===== src/rtl/rowbias_sequencer_if.sv =====
// Control/bring-up bus between solver control and the rowbias sequencer.
// master: solver-side controller (drives start/seed, observes status).
// slave : the sequencer itself.
`ifndef GRID_LEN
`define GRID_LEN 9
`endif

interface rowbias_sequencer_if #(
  parameter int NUM_ROWS   = `GRID_LEN,
  parameter int RAND_WIDTH = 16
);
  logic                  start;
  logic [15:0]           seed;
  logic [NUM_ROWS-1:0]   rb_reset;
  logic [RAND_WIDTH-1:0] random;
  logic                  busy;
  logic                  done;

  modport master (output start, seed, input rb_reset, random, busy, done);
  modport slave  (input start, seed, output rb_reset, random, busy, done);
endinterface


===== src/rtl/rowbias_sequencer.sv =====
// rowbias_sequencer: holds every rowbias instance in reset, then releases
// them one row at a time, SETTLE_CYCLES apart, while a 16-bit Galois LFSR
// drives the shared random bus.
// Optional build macro: ROWBIAS_SEQUENCER_FREERUN_EN
//   defined   -> LFSR free-runs in IDLE/DONE, seed is XORed in on start.
//   undefined -> LFSR holds in IDLE/DONE, seed replaces it (repeatable).
//
// state   | meaning
// --------+-----------------------------------------------------------
// IDLE    | after reset; all rows held in reset, waiting for start
// LOAD    | one cycle; all rows in reset, row/count initialised
// RELEASE | rows 0..row released, count settles the current row
// DONE    | all rows released; waiting for a restart
`ifndef GRID_LEN
`define GRID_LEN 9
`endif

module rowbias_sequencer #(
  parameter int NUM_ROWS      = `GRID_LEN,
  parameter int WIDTH         = `GRID_LEN,
  parameter int RAND_WIDTH    = 16,
  parameter int SETTLE_CYCLES = 2*WIDTH+2
) (
  input  logic                 clock,
  input  logic                 reset,
  rowbias_sequencer_if.slave   bus
);

  localparam int ROW_W = $clog2((NUM_ROWS < 2) ? 2 : NUM_ROWS);
  localparam int CNT_W = $clog2((SETTLE_CYCLES < 2) ? 2 : SETTLE_CYCLES);
  localparam logic [ROW_W-1:0] LAST_ROW = ROW_W'(NUM_ROWS-1);
  localparam logic [CNT_W-1:0] RELOAD   = CNT_W'(SETTLE_CYCLES-1);
  localparam logic [15:0]      LFSR_INIT = 16'hACE1;

  typedef enum logic [3:0] {
    IDLE    = 4'b0001,
    LOAD    = 4'b0010,
    RELEASE = 4'b0100,
    DONE    = 4'b1000
  } state_t;

  state_t           state;
  logic [15:0]      lfsr;
  logic [ROW_W-1:0] row;
  logic [CNT_W-1:0] count;

  function automatic logic [15:0] lfsr_step(input logic [15:0] v);
    return v[0] ? ((v >> 1) ^ 16'hB400) : (v >> 1);
  endfunction

  // The zero state would lock the LFSR, so it is always replaced.
  function automatic logic [15:0] reseed(input logic [15:0] cur, input logic [15:0] s);
    logic [15:0] v;
`ifdef ROWBIAS_SEQUENCER_FREERUN_EN
    v = cur ^ s;
`else
    v = s;
    if (cur == 16'h0) v = s;
`endif
    return (v == 16'h0) ? LFSR_INIT : v;
  endfunction

  // Rows above r stay in reset; rows 0..r are released.
  function automatic logic [NUM_ROWS-1:0] hold_mask(input logic [ROW_W-1:0] r);
    logic [NUM_ROWS-1:0] m;
    for (int j = 0; j < NUM_ROWS; j++) m[j] = (j > int'(r));
    return m;
  endfunction

  assign bus.random = lfsr[RAND_WIDTH-1:0];

  // Sequencer FSM with registered rb_reset/busy/done.
  always_ff @(posedge clock or negedge reset) begin
    if (!reset) begin
      state        <= IDLE;
      lfsr         <= LFSR_INIT;
      row          <= '0;
      count        <= '0;
      bus.rb_reset <= '1;
      bus.busy     <= 1'b0;
      bus.done     <= 1'b0;
    end else begin
      unique case (state)
        IDLE, DONE: begin
          if (bus.start) begin
            state        <= LOAD;
            lfsr         <= reseed(lfsr, bus.seed);
            bus.rb_reset <= '1;
            bus.busy     <= 1'b1;
            bus.done     <= 1'b0;
          end
`ifdef ROWBIAS_SEQUENCER_FREERUN_EN
          else begin
            lfsr <= lfsr_step(lfsr);
          end
`endif
        end
        LOAD: begin
          state        <= RELEASE;
          row          <= '0;
          count        <= RELOAD;
          bus.rb_reset <= hold_mask('0);
        end
        RELEASE: begin
          lfsr <= lfsr_step(lfsr);
          if (count == '0) begin
            if (row == LAST_ROW) begin
              state        <= DONE;
              bus.rb_reset <= '0;
              bus.busy     <= 1'b0;
              bus.done     <= 1'b1;
            end else begin
              row          <= row + 1'b1;
              count        <= RELOAD;
              bus.rb_reset <= hold_mask(row + 1'b1);
            end
          end else begin
            count <= count - 1'b1;
          end
        end
        default: begin
          state        <= IDLE;
          bus.rb_reset <= '1;
          bus.busy     <= 1'b0;
          bus.done     <= 1'b0;
        end
      endcase
    end
  end

endmodule


===== src/flat_wrapper.sv =====
// flat-port wrapper written by rule: the top's interface ports become plain ports
module rowbias_sequencer_flat 
#(
  parameter int NUM_ROWS      = `GRID_LEN,
  parameter int WIDTH         = `GRID_LEN,
  parameter int RAND_WIDTH    = 16,
  parameter int SETTLE_CYCLES = 2*WIDTH+2
)
  (clock, reset, bus_start, bus_seed, bus_rb_reset, bus_random, bus_busy, bus_done);
  rowbias_sequencer_if #(.NUM_ROWS(NUM_ROWS), .RAND_WIDTH(RAND_WIDTH)) bus_i ();
  input  logic clock;
  input  logic reset;
  input wire logic [$bits(bus_i.start)-1:0] bus_start;
  input wire logic [$bits(bus_i.seed)-1:0] bus_seed;
  output wire logic [$bits(bus_i.rb_reset)-1:0] bus_rb_reset;
  output wire logic [$bits(bus_i.random)-1:0] bus_random;
  output wire logic [$bits(bus_i.busy)-1:0] bus_busy;
  output wire logic [$bits(bus_i.done)-1:0] bus_done;
  assign bus_i.start = bus_start;
  assign bus_i.seed = bus_seed;
  assign bus_rb_reset = bus_i.rb_reset;
  assign bus_random = bus_i.random;
  assign bus_busy = bus_i.busy;
  assign bus_done = bus_i.done;
  rowbias_sequencer #(.NUM_ROWS(NUM_ROWS), .WIDTH(WIDTH), .RAND_WIDTH(RAND_WIDTH), .SETTLE_CYCLES(SETTLE_CYCLES)) u_core (.clock(clock), .reset(reset), .bus(bus_i));
endmodule

===== config.mk =====
export PLATFORM = sky130hd
export DESIGN_NAME = rowbias_sequencer_flat
export DESIGN_NICKNAME = d
export VERILOG_FILES = /design/src/rtl/rowbias_sequencer_if.sv /design/src/rtl/rowbias_sequencer.sv /design/src/flat_wrapper.sv
export SDC_FILE = /design/constraint.sdc
export NUM_CORES = 1
export LEC_CHECK = 0
export ABC_AREA = 1
export CORE_AREA = 2 2 88 90
export CTS_CLUSTER_SIZE = 10
export DETAILED_ROUTE_END_ITERATION = 8
export DIE_AREA = 0 0 90 92
export SETUP_SLACK_MARGIN = 0.05
export SLEW_MARGIN = 20
export SYNTH_ARGS = -nofsm -noshare
export SYNTH_HDL_FRONTEND = slang
export SYNTH_SLANG_ARGS = --single-unit

===== constraint.sdc =====
create_clock -name clock -period 2.8 [get_ports clock]
set_input_delay 0.28 -clock clock [delete_from_list [all_inputs] [get_ports clock]]
set_output_delay 0.28 -clock clock [all_outputs]
set_load 0.1 [all_outputs]

==> summary.md, run 1 <==
| Metric | Value |
|---|---|
| DP Area | `0.00269 mm^2` |
| Clock Sinks | `40` |
| Clock slew seen by the registers of the worst setup and hold paths | `0.08 ns` |
| Antenna viol nets, final | `0` |
| # placed instances | `420` |
| Worst Setup Start Kind | `flop` |
| Hold Fails Final Rpt | `0` |
| Starting Density | `30.0%` |
| Most frequent CP cell | `nand2_1` |
| Critical path required time | `2.97 ns` |
| Place WS | `1.01 ns` |
| Total CTS buffers | `5` |
| Yosys reg bits | `40` |
| IO buf count | `45` |
| Post-synthesis mux area share | `0%` |
| Fraction of layout cells with a size suffix above 1 | `22.7%` |
| Fill cell count | `812` |
| EDFF count, synth | `0` |
| Most used routing layer | `met2` |
| Syn avg cell area | `7.98 um^2` |
| Compound-Gate Fraction of Synth Area | `4.70%` |
| Crit Path Max Fanout | `13` |
| DRC viols | `0` |
| Crit path DAT | `1.86 ns` |
| Initial antenna violation count | `0` |
| Crit path time final | `1.69 ns` |
| Largest net degree at the start of global routing | `41` |
| Final WS setup | `1.11 ns` |
| Core Area | `0.00745 mm^2` |
| Synth Area in Adders | `3.92%` |
| Met1 global-route usage | `17.2%` |
| Met2 Use GR | `19.1%` |
| Synthesized area | `0.00223 mm^2` |
| Ant. Diodes | `0` |
| Crit-path cells | `nor2_1 > nand2_1 > nand2_1 > nand2_1 > o21ai_1` |
| Tightest Pin Transition | `0.897 ns` |
| Met3 usage | `2.38%` |
| Congestion Overflow GR | `0` |
| Area delta synth->final | `26.2%` |
| Vias in the first global route | `1,785` |
| CTS H-tree depth | `2` |
| Overall die width | `90 um` |
| Detailed placer's ending HPWL | `3620 um` |
| CTS tree | `built` |
| Post-Layout Cell Count | `428` |
| Fin nets | `351` |
| Final instance area | `0.00282 mm^2` |
| Clock Root Buffer | `clkbuf_8` |
| Vias | `1,926` |
| Setup Fix Bufs, Post-CTS | `0` |
| CTS max path bufs | `2` |
| Fmax | `591 MHz` |
| Outcome | `completed` |
| Post-synthesis async set-or-reset flop share | `100%` |
| Top_reg_cell synth | `dfrtp_1` |
| Max-slew headroom | `40.2%` |
| First-pass detailed-route iteration total | `4` |
| Final setup viols | `0` |
| Setup TNS | `0 ns` |
| Post-synthesis sequential area ratio | `45.8%` |
| Routed WL per cell | `11.7 um` |
| Top-count cell post-synth | `nand2_1` |
| Cts hold-fix bufs | `0` |
| Type of the worst setup path | `reg -> reg` |
| Mapped Nets | `306` |
| Syn Inst Count | `280` |
| Max-slew violations | `0` |
| Initial DRC count | `86` |
| Final period util | `60.5%` |
| Crit path max-delay cell type | `dfstp_2` |
| Max_cap viols | `0` |
| Largest area contributor in the netlist | `dfrtp_1` |
| First-pass GRT wire length | `8390 um` |
| GRT Total Usage | `12.5%` |
| Vias/cell | `4.50` |
| Post-Synth XOR/XNOR Area | `1.57%` |
| Crit end category | `flop` |
| Largest family of logic cells by synthesized area | `simple AND/OR/NAND/NOR gates` |
| Synth area leaders | `dfrtp_1 25%, dfstp_2 21%, nand2_1 16%, nand3_1 9.4%, ha_1 3.9%` |
| WL final | `4990 um` |
| Skew final | `0.0115 ns` |
| IO Pins | `46` |
| Syn. warnings | `0` |
| Critical path's largest stage delay | `0.57 ns` |
| Worst min path class | `in -> async` |
| Simple-Gate Fraction of Synth Area | `38.1%` |
| RSZ-0062 raised after global routing | `false` |
| Floorplan row count | `32` |
| Area share of the largest cell type after synthesis | `24.6%` |
| Die area | `0.00828 mm^2` |
| Skew-Pair Late Insertion Delay | `0.29 ns` |
| # resized after CTS | `0` |
| Die height | `92 um` |
| Gpl congestion | `0.801` |
| Post-synth top cells | `95 x nand2_1, 42 x nand3_1, 23 x nor2_1, 22 x dfrtp_1, 18 x dfstp_2` |
| Distinct cells, synth | `26` |
## stage by stage
step,util [%],hold slack (ns)
floorplan,-,-0.0156
global route,37.9,0.180
global placement,36.1,0.454
detailed placement,36.1,0.457
CTS,37.9,0.146
finish,37.9,0.106
## registers in the layout, summed over array words and instances (netlist names)
signal,count
u_core.bus.random,16
u_core.bus.done,1
u_core.bus.busy,1
u_core.row,4
u_core.bus.rb_reset,9
u_core.count,5
u_core.state,4
## placed cells by master, fill, tap and decap left out
cell / Yosys / layout
nand2_2: 4 / 4
dfstp_2: 18 / 18
ha_1: 7 / 7
a21boi_1: 2 / 2
nor2_2: 2 / 2
nor2_8: 1 / 1
clkbuf_1: 0 / 1
bufinv_16: 0 / 2
nor2_4: 2 / 2
xnor2_1: 3 / 3
o21ai_0: 12 / 12
buf_4: 3 / 28
nand2_1: 95 / 95
or2_2: 3 / 3
and2_1: 1 / 1
xor2_1: 1 / 1
inv_1: 17 / 17
o21ai_1: 6 / 6
inv_2: 2 / 2
buf_2: 3 / 1
nand4_4: 1 / 1
nand3_1: 42 / 42
nor2_1: 23 / 23
dfrtp_1: 22 / 22
clkbuf_8: 0 / 5
clkdlybuf4s50_1: 0 / 17
nand2_4: 3 / 3
nand3_2: 2 / 2
nand4_1: 3 / 3
## logic make-up after synthesis
group / Yosys count
AO/OA/AOI/OAI: 20
XOR/XNOR: 4
adder cells (fa/ha/maj): 7
buffers and inverters: 27
flip-flops: 40
AND/OR/NAND/NOR: 182
## critical path, delay by kind of cell (launching register included)
| kind | cells | cell delay, ns |
|---|---|---|
| flip-flops | 1 | 0.57 |
| AND/OR/NAND/NOR | 4 | 0.93 |
| AO/OA/AOI/OAI | 1 | 0.07 |
## per-layer routing
layer	vias to the layer above	wire length (um)
met1	907	2370
met2	26	2400
met5	-	0
li1	985	-
met3	8	121
met4	0	90
## cell type report
type	instances	area (um^2)	share of cell area, %
inverter	19	71.3	2.53
sequential	40	1020	36.3
multi-input combinational	213	1080	38.3
clock inverter	2	60.1	2.13
clock buffer	6	72.6	2.57
timing repair buffer	46	385	13.7
tap	102	128	4.53
## worst paths after layout
| path | from | endpoint | slack, ns | cells after the start |
|---|---|---|---|---|
| worst max register to register | u_core.state[0] | u_core.bus.random[12] | 1.11 | 5 |
| worst min-delay path | reset | u_core.count[1] | 0.11 | 1 |
| min in group clock | u_core.bus.rb_reset[3] | u_core.bus.rb_reset[3] | 0.47 | 2 |
| max in group asynchronous | reset | u_core.row[1] | 2.13 | 1 |
| worst max-delay path | u_core.state[0] | u_core.bus.random[12] | 1.11 | 5 |
| worst min register to register | u_core.bus.rb_reset[3] | u_core.bus.rb_reset[3] | 0.47 | 2 |
Power of run 1 is left out: the tool's default activity adds up to more than one toggle a clock period on the data nets, which glitch-free logic cannot reach.
==> inputs of run 2 (changes only) <==
- clock period: 2.8 -> 1.44 ns (I/O delays scaled with it)
==> summary.md, run 2 (same netlist as run 1, synthesis figures left out) <==
| Metric | Value |
|---|---|
| WL final | `5480 um (+9.9%)` |
| Worst min path class | `in -> async` |
| Type of the worst setup path | `reg -> reg` |
| DRC viols | `0 (unchanged)` |
| Crit path time final | `1.42 ns (-0.272 ns)` |
| Vias | `2,006 (+4.2%)` |
| Crit Path Max Fanout | `7 (-6)` |
| First-pass detailed-route iteration total | `4 (unchanged)` |
| Congestion Overflow GR | `0 (unchanged)` |
| Core Area | `0.00745 mm^2 (unchanged)` |
| Fin nets | `378 (+7.7%)` |
| Max_cap viols | `0 (unchanged)` |
| Starting Density | `30.0% (unchanged)` |
| Largest net degree at the start of global routing | `41 (unchanged)` |
| Crit end category | `flop` |
| Clock slew seen by the registers of the worst setup and hold paths | `0.09 ns (about the same)` |
| Crit path DAT | `1.66 ns (-0.20 ns)` |
| IO buf count | `45 (unchanged)` |
| Worst Setup Start Kind | `flop` |
| CP top delay family | `simple AND/OR/NAND/NOR gates` |
| IO Pins | `46 (unchanged)` |
| Die area | `0.00828 mm^2 (unchanged)` |
| RR Startpoint | `u_core.state[0]` |
| CTS max path bufs | `2 (unchanged)` |
| CP bufs+invs | `2 (+2)` |
| Max reg flops | `16 (unchanged)` |
| Tightest Pin Transition | `0.510 ns (-0.387 ns)` |
| CTS tree | `built` |
| Skew final | `0.0114 ns (-0.000163 ns)` |
| Clock Sinks | `40 (unchanged)` |
| Final setup viols | `0 (unchanged)` |
| Most frequent CP cell | `nand2_4` |
| RSZ-0062 raised after global routing | `true` |
| Outcome | `completed` |
| Crit. Startpoint | `u_core.state[0]` |
| Detailed placer's ending HPWL | `3870 um (+6.6%)` |
| Overall die width | `90 um (unchanged)` |
| Critical path's largest stage delay | `0.58 ns (about the same)` |
| Antenna viol nets, final | `0 (unchanged)` |
| Total CTS buffers | `5 (unchanged)` |
| Max-slew violations | `0 (unchanged)` |
| Hold Fails Final Rpt | `0 (unchanged)` |
| Most frequent cells in the layout | `83 x nand2_1, 40 x nand3_1, 29 x buf_12, 22 x dfrtp_1` |
| Ant. Diodes | `0 (unchanged)` |
| Crit path max-delay cell type | `dfstp_2` |
| Setup TNS | `0 ns (unchanged)` |
| GRT Total Usage | `13.7% (+1.2 points)` |
| Gpl congestion | `0.819 (+2.2%)` |
| Post-Layout Cell Count | `455 (+6.3%)` |
| First-pass GRT wire length | `9310 um (+11%)` |
| Most common cell after layout, fill and taps aside | `nand2_1` |
| Clock Root Buffer | `clkbuf_8` |
| Initial antenna violation count | `0 (unchanged)` |
| Max-slew headroom | `66.0% (+26 points)` |
| Hold_ws | `0.430 ns (+0.324 ns)` |
| Vias/cell | `4.41 (-2.0%)` |
| Die height | `92 um (unchanged)` |
| Floorplan row count | `32 (unchanged)` |
| Critical path required time | `1.68 ns (-1.29 ns)` |
| Fraction of layout cells with a size suffix above 1 | `33.4% (+11 points)` |
| Fmax | `704 MHz (+19%)` |
| # placed instances | `439 (+4.5%)` |
| CTS H-tree depth | `2 (unchanged)` |
| Fill cell count | `723 (-11%)` |
| Routed WL per cell | `12.0 um (+3.4%)` |
| Vias in the first global route | `2,014 (+13%)` |
| Skew-Pair Late Insertion Delay | `0.30 ns (about the same)` |
| Crit-path cells | `inv_2 > nand2_4 > nand4_1 > nand2_4 > buf_12 > nand2_2 > nand2_1` |
| Final Util | `46.0% (+8.1 points)` |
| Initial DRC count | `131 (+52%)` |
| Area delta synth->final | `53.3%` |
| Final period util | `98.7% (+38 points)` |
[run 2: through the flow]
step	cell area (um^2)	setup WS, ns
floorplan	2230	0.0593
global placement	3170	0.0230
detailed placement	3170	-0.0202
CTS	3360	0.0264
global route	3430	-0.0830
finish	3430	0.0191
[run 2: what timing repair did]
action                     in CTS  in global routing
pin swaps                      10                  3
hold buffers                    1                  0
cloned                          0                  1
hold endpoints to repair       22                  0
resized for setup              14                 15
buffers inserted                4                  2
setup endpoints to repair      14                 37
[run 2: routing by layer]
layer | share of wire (%) | global-route usage, % | wire length (um)
met4 | 1.7 | 4.23 | 92
met1 | 48 | 18.0 | 2620
met2 | 48 | 22.8 | 2640
met5 | 0 | 0 | 0
met3 | 2.4 | 2.63 | 134
[run 2: path summary, 6_finish.rpt]
check / slack (ns) / cells past startpoint / endpoint
max: 0.02 / 7 / u_core.bus.rb_reset[2]
min: 0.43 / 3 / u_core.bus.busy
max reg2reg: 0.02 / 7 / u_core.bus.rb_reset[2]
min reg2reg: 0.48 / 2 / u_core.bus.rb_reset[4]
max in group asynchronous: 0.64 / 3 / u_core.bus.random[6]
min in group clock: 0.44 / 3 / u_core.bus.random[14]
[run 2: worst min-delay path: stages]
cell and delay [ns]:
dlygate4sd3_1 0.52, buf_2 0.09, buf_4 0.42
[run 2: cell type report]
class                   count  area, um^2  share of cell area [%]
inverters                  19        73.8                    2.15
repair buffers             73         968                    28.3
clock inverters             2        12.5                   0.365
multi-input cells         213        1150                    33.5
clock buffers               6        72.6                    2.12
well taps                 102         128                    3.73
flip-flops and latches     40        1020                    29.9
Power of run 2 is left out for the same reason.
==> inputs of run 3 (changes only) <==
- MAX_ROUTING_LAYER: not set -> met4
- PLACE_DENSITY_LB_ADDON: not set -> 0.15
==> summary.md, run 3 (same netlist as run 1, synthesis figures left out) <==
| Metric | Value |
|---|---|
| Place WS | `-0.0126 ns (+0.00759 ns)` |
| Die area | `0.00828 mm^2 (unchanged)` |
| Detailed placer's ending HPWL | `4110 um (+6.4%)` |
| Crit path max-delay cell type | `dfstp_2` |
| Floorplan row count | `32 (unchanged)` |
| Met1 global-route usage | `18.7% (+0.71 points)` |
| Clock Root Buffer | `clkbuf_8` |
| CP bufs+invs | `2 (unchanged)` |
| WL final | `5550 um (+1.2%)` |
| Largest net degree at the start of global routing | `26 (-37%)` |
| Max-slew violations | `0 (unchanged)` |
| Max_cap viols | `0 (unchanged)` |
| Gpl congestion | `0.773 (-5.6%)` |
| Final setup viols | `0 (unchanged)` |
| Critical path's largest stage delay | `0.57 ns (about the same)` |
| Core Area | `0.00745 mm^2 (unchanged)` |
| Total CTS buffers | `5 (unchanged)` |
| IO buf count | `45 (unchanged)` |
| Most common cell after layout, fill and taps aside | `nand2_1` |
| Comb pwr share | `66.1%` |
| First-pass GRT wire length | `9090 um (-2.3%)` |
| Hold Fails Final Rpt | `0 (unchanged)` |
| Worst Setup Start Kind | `flop` |
| Final Power | `9.15 mW` |
| Fraction of layout cells with a size suffix above 1 | `36.4% (+3.0 points)` |
| Net switching power | `4.73 mW` |
| Max reg flops | `16 (unchanged)` |
| Final WS setup | `0.0309 ns (+0.0118 ns)` |
| Met2 Use GR | `21.6% (-1.3 points)` |
| Final Util | `47.3% (+1.3 points)` |
| CTS tree | `built` |
| Met3 usage | `2.47% (-0.16 points)` |
| Most used routing layer | `met2` |
| Sw Share | `51.7%` |
| PwrDens | `2600 mW/mm^2` |
| Crit path DAT | `1.65 ns (about the same)` |
| DRC viols | `0 (unchanged)` |
| Antenna viol nets, final | `0 (unchanged)` |
| Fmax | `710 MHz (+0.84%)` |
| Max-slew headroom | `72.9% (+6.9 points)` |
| Sequential share of power | `24.7%` |
| Overall die width | `90 um (unchanged)` |
| Critical path required time | `1.68 ns (about the same)` |
| Type of the worst setup path | `reg -> reg` |
| Fill cell count | `754 (+4.3%)` |
| CP top delay family | `simple AND/OR/NAND/NOR gates` |
| P_leak | `1.62 nW` |
| Clock slew seen by the registers of the worst setup and hold paths | `0.09 ns (about the same)` |
| RSZ-0062 raised after global routing | `true` |
| Clock share of power | `9.2%` |
| IO Pins | `46 (unchanged)` |
| Clock Sinks | `40 (unchanged)` |
| Fin nets | `382 (+1.1%)` |
| Vias/cell | `4.47 (+1.4%)` |
| Vias | `2,051 (+2.2%)` |
| Crit-path cells | `inv_2 > nand2_4 > nand4_1 > nand2_4 > buf_4 > nand2_1 > nand2_1` |
| Crit end category | `flop` |
| Vias in the first global route | `1,935 (-3.9%)` |
| First-pass detailed-route iteration total | `7 (+3)` |
| Pint | `4.42 mW` |
| CTS H-tree depth | `2 (unchanged)` |
| Skew final | `0.0101 ns (-0.00121 ns)` |
| Worst min path class | `in -> async` |
| Congestion Overflow GR | `0 (unchanged)` |
| Tightest Pin Transition | `0.406 ns (-0.104 ns)` |
| Initial antenna violation count | `0 (unchanged)` |
| Ant. Diodes | `0 (unchanged)` |
| Routed WL per cell | `12.1 um (+0.34%)` |
| Initial DRC count | `61 (-53%)` |
| Crit path time final | `1.41 ns (-0.0118 ns)` |
| Crit Path Max Fanout | `8 (+1)` |
| Most frequent cells in the layout | `84 x nand2_1, 39 x nand3_1, 29 x buf_12, 24 x buf_4, 21 x dfrtp_1` |
| Peak VDD IR | `1.32 mV` |
| Hold_ws | `0.306 ns (-0.124 ns)` |
| Area delta synth->final | `57.7%` |
| Final period util | `97.9% (-0.82 points)` |
| Outcome | `completed` |
| GRT Total Usage | `13.9% (+0.23 points)` |
| Starting Density | `30.0% (unchanged)` |
| CTS max path bufs | `2 (unchanged)` |
| Skew-Pair Late Insertion Delay | `0.29 ns (about the same)` |
| Die height | `92 um (unchanged)` |
[run 3: timing repair]
action                                  4_1_cts  5_1_grt
buffers inserted                              4        7
resized for setup                             1       38
hold endpoints to repair                      7        0
hold buffers                                  1        0
pin swaps                                     2        7
endpoints found under the setup margin       13       37
gates cloned                                  0        1
[run 3: power groups by stage]
stage	registers (mW)	clock network [mW]	logic [mW]
6_report	2.26	0.842	6.05
5_1_grt	2.33	0.924	6.43
4_1_cts	2.26	0.869	5.82
3_5_place_dp	2.27	0	5.71
3_3_place_gp	2.27	0	5.67
2_1_floorplan	4.40	0	1.49
[run 3: final cells by class]
class	instances	area [um^2]	share of cell area [%]
Tap cell	102	128	3.62
Timing Repair Buffer	77	1020	28.8
Sequential cell	40	1020	29.1
Clock buffer	7	97.6	2.77
Inverter	19	71.3	2.02
Clock inverter	1	5.00	0.142
Multi-Input combinational cell	213	1180	33.5
[run 3: through the flow]
step | std cells | instance area, um^2 | setup TNS (ns)
3_5_place_dp | 438 | 3190 | -0.0180
3_3_place_gp | 438 | 3190 | 0
4_1_cts | 451 | 3340 | 0
2_1_floorplan | 280 | 2230 | 0
6_report | 459 | 3520 | 0
5_1_grt | 459 | 3520 | -0.521
[run 3: path summary, 6_finish.rpt]
path / slack (ns) / start / depth (start not counted) / end
max: 0.03 / u_core.state[0] / 7 / u_core.bus.rb_reset[3]
min: 0.31 / reset / 2 / u_core.bus.random[9]
max reg2reg: 0.03 / u_core.state[0] / 7 / u_core.bus.rb_reset[3]
min reg2reg: 0.49 / u_core.bus.rb_reset[0] / 2 / u_core.bus.rb_reset[0]
max in group asynchronous: 0.59 / reset / 3 / u_core.bus.rb_reset[0]
min in group clock: 0.43 / bus_seed[9] / 3 / u_core.bus.random[9]
[run 3: per-layer routing]
layer | up-vias | share of wire, % | wire [um]
met1 | 959 | 50 | 2780
met3 | 6 | 3.1 | 172
met4 | 0 | 1.4 | 75
met5 | - | 0 | 0
met2 | 35 | 45 | 2520
li1 | 1051 | - | -
[run 3: worst register-to-register path, stage by stage, from the launching register on]
cell,delay (ns)
dfstp_2,0.57
inv_2,0.05
nand2_4,0.11
nand4_1,0.21
nand2_4,0.17
buf_4,0.13
nand2_1,0.04
nand2_1,0.06
Note: power is estimated with default switching activity, not from simulation.
==> RTL change, RTL diff (settings of run 1) <==
The option `ROWBIAS_SEQUENCER_FREERUN_EN` is turned on by a define.
--- a/src/rtl/rowbias_sequencer.sv
+++ b/src/rtl/rowbias_sequencer.sv
@@ -12,4 +12,6 @@
 // RELEASE | rows 0..row released, count settles the current row
 // DONE    | all rows released; waiting for a restart
+`define ROWBIAS_SEQUENCER_FREERUN_EN
+
 `ifndef GRID_LEN
 `define GRID_LEN 9
Check against the original RTL: not equivalent (a bounded check fails within 4 cycles, from zero or initial values and one cycle with reset low).
==> RTL change against run 1 <==
- die area is the same
- routed wire length up 12%
- worst setup slack improved by 41 ps
- sequential cell count is the same
- largest cell class unchanged
- critical path depth is 2 higher
- critical path type unchanged
- final area rose by 7.4%
- area after synthesis rose by 11%
Power is left out: the tool's default activity adds up to more than one toggle a clock period on the data nets, which glitch-free logic cannot reach.
==> RTL change: results <==
metrics = {
    "status": {
        "status": "complete, no violations",
    },
    "detailed_routing": {
        "wl_per_cell_um": 11.4,
        "drt_iter0_drc": 106,
        "drt-total-wl_um": 5600,
        "vias": 2185,
        "dr.pass1.iters": 4,
    },
    "clocking": {
        "post_cts_buffers": 0,
        "clockBufferDepth": 2,
        "cts.clk_slew.worst_paths_ps": 80,
        "post_cts_resized": 0,
        "insertion_delay_ps": 290,
        "cts_inserted_buffers": 5,
    },
    "grt": {
        "track_usage_pct": 14.8,
        "grt_start_max_net_pins": 41,
        "antenna_found_initial": 0,
        "grt_pass1_wl_um": 9920,
        "grt_pass1_vias": 2128,
    },
    "cells_and_area": {
        "diodes": 0,
        "fin_area_um2": 3030,
        "layout-drive-gt1-share_pct": 21.8,
        "n_fill_cell": 809,
        "largest_reg_flops": 16,
        "nets": 413,
    },
    "setup_path": {
        "arrival_ps": 1880,
        "critPathMaxFanout": 25,
    },
    "place": {
        "placed_cells": 484,
        "dpl_worst_slack_ps": 1080,
        "dp_hpwl_um": 4150,
        "portBuffers": 45,
        "post_dp_cell_area_um2": 2940,
        "gp_congestion": 0.803,
    },
    "synth": {
        "postSynthCellCount": 344,
        "ys_top_cells_by_count": "nand2_1, inv_1, nor2_1",
        "mappedNetlistNets": 368,
        "ys_types": 32,
        "yosys-top-cells-area": "dfrtp_1, dfstp_2, nand2_1, inv_1, nor2_1",
        "async_flop_share_pct": 100,
        "yosysSeqAreaShare_pct": 41.2,
    },
    "sta": {
        "tightest_slew_ps": 892,
        "clock_skew_ps": 5.06,
    },
    "hold_path": {
        "hold_class": "primary input to async pin",
    },
}
-- RTL change: path summary, 6_finish.rpt --
path	from	endpoint	slack, ps	cells past startpoint
min reg2reg	u_core.bus.rb_reset[4]$_DFFE_PN1P_	u_core.bus.rb_reset[4]$_DFFE_PN1P_	470	2
min	reset	u_core.bus.random[12]$_DFFE_PN0P_	110	1
max reg2reg	u_core.state[0]$_DFFE_PN1P_	u_core.bus.random[10]$_DFFE_PN1P_	1150	7
max in group asynchronous	reset	u_core.count[2]$_DFFE_PN0P_	2130	1
max	u_core.state[0]$_DFFE_PN1P_	u_core.bus.random[10]$_DFFE_PN1P_	1150	7
min in group clock	u_core.bus.rb_reset[4]$_DFFE_PN1P_	u_core.bus.rb_reset[4]$_DFFE_PN1P_	470	2
-- RTL change: area by class of cell --
cell class              instances  area share, %
repair buffers                 45           12.5
clock buffers                   6           2.73
clock inverters                 2          0.331
multi-input cells             239           38.8
flip-flops and latches         40           33.8
well taps                     102           4.21
inverters                      58           7.60
-- RTL change: worst max-delay path, stage by stage, from the launching register on --
cell	delay, ps
dfstp_2	560
inv_1	40
nand2_1	60
nand3_1	140
nand2_2	360
inv_1	260
nand2_1	110
nand2_1	50
-- RTL change: logic make-up (layout without fill, tap and decap cells) --
kind of cell               count (synthesis)  after routing  share of synthesized area [%]
DFF                                       40             40                           41.2
AOI/OAI and AO/OA                         42             42                           9.96
xor gates and xnor gates                   5              5                           1.76
adders and majority gates                  5              5                           2.52
buffers and inverters                     65            111                           11.5
and+or+nand+nor                          187            187                           33.1
-- RTL change: routing by layer --
layer  part of all wire [%]  global-route usage [%]
met4                    1.2                    3.85
met2                     47                    25.7
met5                      0                       0
met1                     47                    17.9
met3                    4.6                    4.35
